## config.mk

```make
export PLATFORM = sky130hd
export DESIGN_NAME = pll_lock_sequencer
export DESIGN_NICKNAME = d
export VERILOG_FILES = /design/src/rtl/pll_seq_pkg.sv /design/src/rtl/pll_lock_sequencer_sync_2ff.sv /design/src/rtl/pll_lock_sequencer.sv
export SDC_FILE = /design/constraint.sdc
export NUM_CORES = 1
export LEC_CHECK = 0
export ABC_AREA = 1
export CORE_MARGIN = 2
export CORE_UTILIZATION = 30
export CTS_CLUSTER_SIZE = 24
export DETAILED_ROUTE_END_ITERATION = 7
export PLACE_DENSITY = 0.52
export SETUP_SLACK_MARGIN = 0.1
export SYNTH_ARGS = -nofsm -noshare
export SYNTH_HDL_FRONTEND = slang
export SYNTH_SLANG_ARGS = --single-unit
```

## constraint.sdc

```tcl
create_clock -name clock -period 7.17 [get_ports clock]
set_input_delay 1.7925 -clock clock [delete_from_list [all_inputs] [get_ports clock]]
set_output_delay 1.7925 -clock clock [all_outputs]
set_load 0.01 [all_outputs]
```

## src/rtl/pll_seq_pkg.sv

```systemverilog
// Shared types for the PLL lock sequencer: state encoding,
// saturating-count width and its increment helper.
package pll_seq_pkg;

    localparam int SAT_W = 8;

    typedef enum logic [2:0] {
        ST_RESET  = 3'd0,
        ST_WAIT   = 3'd1,
        ST_STABLE = 3'd2,
        ST_RUN    = 3'd3,
        ST_FAULT  = 3'd4
    } state_e;

    function automatic logic [SAT_W-1:0] sat_inc(input logic [SAT_W-1:0] v);
        return (&v) ? v : v + SAT_W'(1);
    endfunction

endpackage

```

## src/rtl/pll_lock_sequencer_sync_2ff.sv

```systemverilog
// Generic two-flop synchroniser with async active-low reset
// and a selectable reset value.
module sync_2ff #(
    parameter logic RST_VAL = 1'b0
) (
    input  logic clock,
    input  logic reset_n,
    input  logic d_i,
    output logic q_o
);

    logic meta_q;
    logic sync_q;

    always_ff @(posedge clock or negedge reset_n) begin
        if (!reset_n) begin
            meta_q <= RST_VAL;
            sync_q <= RST_VAL;
        end else begin
            meta_q <= d_i;
            sync_q <= meta_q;
        end
    end

    assign q_o = sync_q;

endmodule

```

## src/rtl/pll_lock_sequencer.sv

```systemverilog
// PLL reset/lock qualification sequencer on the reference clock.
// Optional lock-loss counter: define PLL_SEQ_LOSS_COUNT_EN.
module pll_lock_sequencer
    import pll_seq_pkg::*;
#(
    parameter int RESET_CYCLES = 16,
    parameter int LOCK_STABLE  = 1024,
    parameter int LOCK_TIMEOUT = 65536,
    parameter int MAX_RETRIES  = 0
) (
    input  logic             clock,
    input  logic             reset_n,
    input  logic             pll_lock_i,
    output logic             pll_reset_o,
    output logic             sys_rst_no,
    output logic             locked_o,
    output logic             fault_o,
    output logic [SAT_W-1:0] retries_o,
    output logic [SAT_W-1:0] loss_count_o
);

    localparam int MAX_AB  = (RESET_CYCLES > LOCK_STABLE) ? RESET_CYCLES : LOCK_STABLE;
    localparam int MAX_CNT = (MAX_AB > LOCK_TIMEOUT) ? MAX_AB : LOCK_TIMEOUT;
    localparam int CNT_W   = $clog2(MAX_CNT) + 1;
    localparam logic [CNT_W-1:0] RST_LAST = CNT_W'(RESET_CYCLES - 1);
    localparam logic [CNT_W-1:0] TMO_LAST = CNT_W'(LOCK_TIMEOUT - 1);
    localparam logic [CNT_W-1:0] STB_DONE = CNT_W'(LOCK_STABLE);
    localparam bit FAST_QUAL = (LOCK_STABLE == 1);

    state_e           state_q, state_d;
    logic [CNT_W-1:0] timer_q, timer_d;
    logic [CNT_W-1:0] stable_q, stable_d;
    logic [SAT_W-1:0] retries_q, retries_d;
    logic             pll_reset_q, pll_reset_d;
    logic             sys_rst_n_q, sys_rst_n_d;
    logic             locked_q, locked_d;
    logic             fault_q, fault_d;
    logic             lock_s;
    logic             fail;

    sync_2ff #(.RST_VAL(1'b0)) u_lock_sync (
        .clock   (clock),
        .reset_n (reset_n),
        .d_i     (pll_lock_i),
        .q_o     (lock_s)
    );

    always_comb begin
        state_d   = state_q;
        timer_d   = timer_q;
        stable_d  = stable_q;
        retries_d = retries_q;
        fail      = 1'b0;
        unique case (state_q)
            ST_RESET: begin
                if (timer_q == RST_LAST) begin
                    state_d = ST_WAIT;
                    timer_d = '0;
                end else begin
                    timer_d = timer_q + CNT_W'(1);
                end
            end
            ST_WAIT: begin
                timer_d = timer_q + CNT_W'(1);
                if (lock_s && FAST_QUAL) begin
                    state_d = ST_RUN;
                end else if (timer_q == TMO_LAST) begin
                    fail = 1'b1;
                end else if (lock_s) begin
                    state_d  = ST_STABLE;
                    stable_d = CNT_W'(1);
                end
            end
            ST_STABLE: begin
                timer_d = timer_q + CNT_W'(1);
                if (lock_s) begin
                    stable_d = stable_q + CNT_W'(1);
                    // qualification beats a same-cycle timeout
                    if (stable_d == STB_DONE) begin
                        state_d = ST_RUN;
                    end else if (timer_q == TMO_LAST) begin
                        fail = 1'b1;
                    end
                end else begin
                    stable_d = '0;
                    if (timer_q == TMO_LAST) begin
                        fail = 1'b1;
                    end else begin
                        state_d = ST_WAIT;
                    end
                end
            end
            ST_RUN: begin
                if (!lock_s) begin
                    state_d = ST_RESET;
                    timer_d = '0;
                end
            end
            ST_FAULT: begin
            end
            default: begin
                state_d = ST_RESET;
                timer_d = '0;
            end
        endcase

        if (fail) begin
            retries_d = sat_inc(retries_q);
            timer_d   = '0;
            stable_d  = '0;
            if (MAX_RETRIES != 0 && int'(retries_d) == MAX_RETRIES) begin
                state_d = ST_FAULT;
            end else begin
                state_d = ST_RESET;
            end
        end

        pll_reset_d = (state_d == ST_RESET) || (state_d == ST_FAULT);
        sys_rst_n_d = (state_d == ST_RUN);
        locked_d    = (state_d == ST_RUN);
        fault_d     = (state_d == ST_FAULT);
    end

    always_ff @(posedge clock or negedge reset_n) begin
        if (!reset_n) begin
            state_q     <= ST_RESET;
            timer_q     <= '0;
            stable_q    <= '0;
            retries_q   <= '0;
            pll_reset_q <= 1'b1;
            sys_rst_n_q <= 1'b0;
            locked_q    <= 1'b0;
            fault_q     <= 1'b0;
        end else begin
            state_q     <= state_d;
            timer_q     <= timer_d;
            stable_q    <= stable_d;
            retries_q   <= retries_d;
            pll_reset_q <= pll_reset_d;
            sys_rst_n_q <= sys_rst_n_d;
            locked_q    <= locked_d;
            fault_q     <= fault_d;
        end
    end

`ifdef PLL_SEQ_LOSS_COUNT_EN
    logic             lost;
    logic [SAT_W-1:0] loss_q, loss_d;

    assign lost = (state_q == ST_RUN) && !lock_s;

    always_comb begin
        loss_d = loss_q;
        if (lost) begin
            loss_d = sat_inc(loss_q);
        end
    end

    always_ff @(posedge clock or negedge reset_n) begin
        if (!reset_n) begin
            loss_q <= '0;
        end else begin
            loss_q <= loss_d;
        end
    end

    assign loss_count_o = loss_q;
`else
    assign loss_count_o = '0;
`endif

    assign pll_reset_o = pll_reset_q;
    assign sys_rst_no  = sys_rst_n_q;
    assign locked_o    = locked_q;
    assign fault_o     = fault_q;
    assign retries_o   = retries_q;

endmodule

```

==> results.txt <==
Hold Crit Start = u_lock_sync.meta_q
Initial Util = 30.9%
Final nets = 470
IO Count = 23
Cells after Synth = 449
GR Layer Usage met2 = 22.5%
PwrDens = 212 nW/µm²
Register area share after synthesis = 39.2%
Worst-path fanout max = 1
Die Area = 11,500 µm²
Slowest stage cell on the critical path = dfstp_2
Vias = 2,805
Clock buffer depth = 2
Worst ir drop on vdd = 0.000105 V
Critical path class = flop to primary output
CTS HTree Levels = 2
Post-Syn Area = 3190 µm²
Commonest non-fill, non-tap cells in the layout = nand2_1 (149), dfrtp_1 (49), inv_1 (48)
# fillers = 1,116
Launch point of the worst path = pll_reset_o
Core Region = 10,300 µm²
CP Cell Sequence = clkdlybuf4s50_1
EDFF count, synth = 0
Clock skew = 0.0114 ns
Routed wire length = 7260 µm
Hold Crit Endpoint = u_lock_sync.q_o
RSZ-0062 raised after global routing = no
Leak pwr = 1.74 nW
Critical Path Max Stage Delay = 0.52 ns
FFs w/ async S/R, synth = 100%
Dpl hpwl = 5180 µm
Setup crit end kind = primary output
Critical Path AT = 1.34 ns
Post-CTS setup repair buffer count = 0
HP Class = flop to flop
Fmax = 0.319 GHz
CTS tree = done
Top delay family on crit path = flip-flops
Number of synthesis warnings = 0
R2r endpoint = timer_q[14]
Area growth syn-to-layout = 10.7%
Max_cap viols = 0
Worst Reg2Reg Path Length in Cells = 15
# DRC = 0
Final setup TNS = 0 ns
GRT overflow = 0
GRT busiest layer = met2
FP Rows = 37
Startpoint types = flop
Outcome = finished clean
Mean Syn Cell Area = 7.11 µm²
Vias in the first global route = 2,680
Initial antenna violation count = 0
Layout cell share with drive strength beyond 1 = 6.05%
Largest net degree at the start of global routing = 51
CP Depth = 1
CTS clk-pin slew, worst paths = 0.09 ns
Met3 Use GR = 2.19%
Die Width = 107 µm
Skew-Pair Late Insertion Delay = 0.31 ns
Flop2flop setup slack = 4.12 ns
Most common cell after layout, fill and taps aside = nand2_1
Antenna-violating nets left = 0
CTS root buf = clkbuf_8
WL/cell = 12.1 µm
Met1 Use GR = 18.0%
Die height = 107 µm
Clk sinks = 50
Via/cell ratio = 4.68
Overall power = 0.000748 W
Least-Margin Pin Slew = 1.10 ns
First-pass GRT wire length = 12,500 µm
Core Util, Final = 34.3%
Synthesized flop and latch total = 50
Endpoints failing hold = 0
Reg-to-Reg Start = timer_q[0]
Worst Path Buf+Inv = 1
Top_reg_cell synth = dfrtp_1
Fin crit period = 3.14 ns
Library cells used by synthesis = 34
Post-CTS Resized = 0
Final setup fails = 0
Inserted Clock Buffers = 5
Final Slew Violations = 0
Antenna Cells = 0
Relative slew slack = 26.6%
Crit share post-route = 43.8%
Total track usage = 13.4%
Hold buffers post-CTS = 0
Drt first pass iters = 4
GPL Wtd Cong = 0.932
IO buf count = 14
Hold path depth = 0
Drt initial violations = 139
Worst path required time = 5.38 ns
-- cells by family after synthesis --
logic type | Yosys count | share of synthesized area (%)
AND/OR/NAND/NOR | 279 | 39.5
AO/OA/AOI/OAI | 31 | 5.29
XOR/XNOR | 17 | 4.66
adder cells (fa/ha/maj) | 4 | 1.57
other | 1 | 0.117
flip-flops | 50 | 39.2
buffers and inverters | 67 | 9.64
-- per-layer routing --
layer / vias to the layer above / wire [µm]
met1: 1309 / 3540
li1: 1453 / -
met4: 0 / 85
met3: 7 / 201
met2: 36 / 3430
met5: - / 0
-- registers in the layout, summed over array words and instances (netlist names) --
| signal | cells |
|---|---|
| fault_o | 1 |
| timer_q | 17 |
| u_lock_sync.q_o | 1 |
| stable_q | 17 |
| locked_o | 1 |
| retries_o | 8 |
| state_q | 3 |
| pll_reset_o | 1 |
| u_lock_sync.meta_q | 1 |
-- worst reg2reg max path, stage by stage, from the launching register on --
cell and delay, ns:
dfrtp_1 0.38, ha_1 0.19, nand3_1 0.14, inv_1 0.11, nand3_1 0.11, nor2_1 0.24, nand3_1 0.13, nor2_1 0.15
nand4_1 0.12, nor2_1 0.12, ha_1 0.15, inv_1 0.08, nor2_2 0.40, nand2_4 0.34, inv_1 0.19, o21ai_0 0.09
-- synth_stat cells, types with 2 or more instances --
master / instances / area [µm²]
nand2_1: 149 / 559
dfrtp_1: 49 / 1230
inv_1: 48 / 180
nand3_1: 43 / 215
nor2_1: 38 / 143
nand4_1: 18 / 113
o21ai_0: 13 / 65.1
xor2_1: 13 / 114
buf_4: 9 / 67.6
a21oi_1: 8 / 40.0
nand3b_1: 8 / 60.1
nor3_1: 7 / 35.0
nor2_2: 5 / 31.3
clkbuf_1: 4 / 15.0
ha_1: 4 / 50.1
xnor2_1: 4 / 35.0
buf_6: 3 / 33.8
inv_2: 3 / 11.3
o21ai_1: 3 / 15.0
a211oi_1: 2 / 15.0
a31oi_1: 2 / 12.5
nand2_2: 2 / 12.5
nor2_4: 2 / 22.5
nor3_2: 2 / 20.0
-- final cells by class --
type                    instances  area, µm²  area share, %
inverters                      51        191           5.41
clock inverters                 1       30.0          0.849
flip-flops and latches         50       1250           35.4
multi-input cells             339       1660           46.9
repair buffers                 16        150           4.24
clock buffers                   6       82.6           2.33
well taps                     136        170           4.81
-- worst max-delay path by stage --
stage	endpoint	slack [ns]
2_1_floorplan	timer_q[10]	4.70
3_3_place_gp	stable_q[16]	4.29
3_5_place_dp	timer_q[14]	4.12
4_1_cts	pll_reset_o	4.01
5_1_grt	timer_q[14]	3.70
6_report	pll_reset_o	4.03
-- per-stage QoR --
step / hold slack (ns) / cells / instance area, µm² / setup slack (ns)
2_1_floorplan: 0.331 / 456 / 3220 / 4.70
3_3_place_gp: 0.340 / 592 / 3420 / 4.29
3_5_place_dp: 0.337 / 592 / 3420 / 4.12
4_1_cts: 0.360 / 599 / 3540 / 4.01
5_1_grt: 0.363 / 599 / 3540 / 3.70
6_report: 0.355 / 599 / 3540 / 4.03
-- where the power goes --
part           switching, W  internal, W
Combinational      0.000141    0.0000603
Sequential        0.0000275     0.000311
Clock             0.0000960     0.000112
No activity file was read; power rests on OpenSTA's default activity.
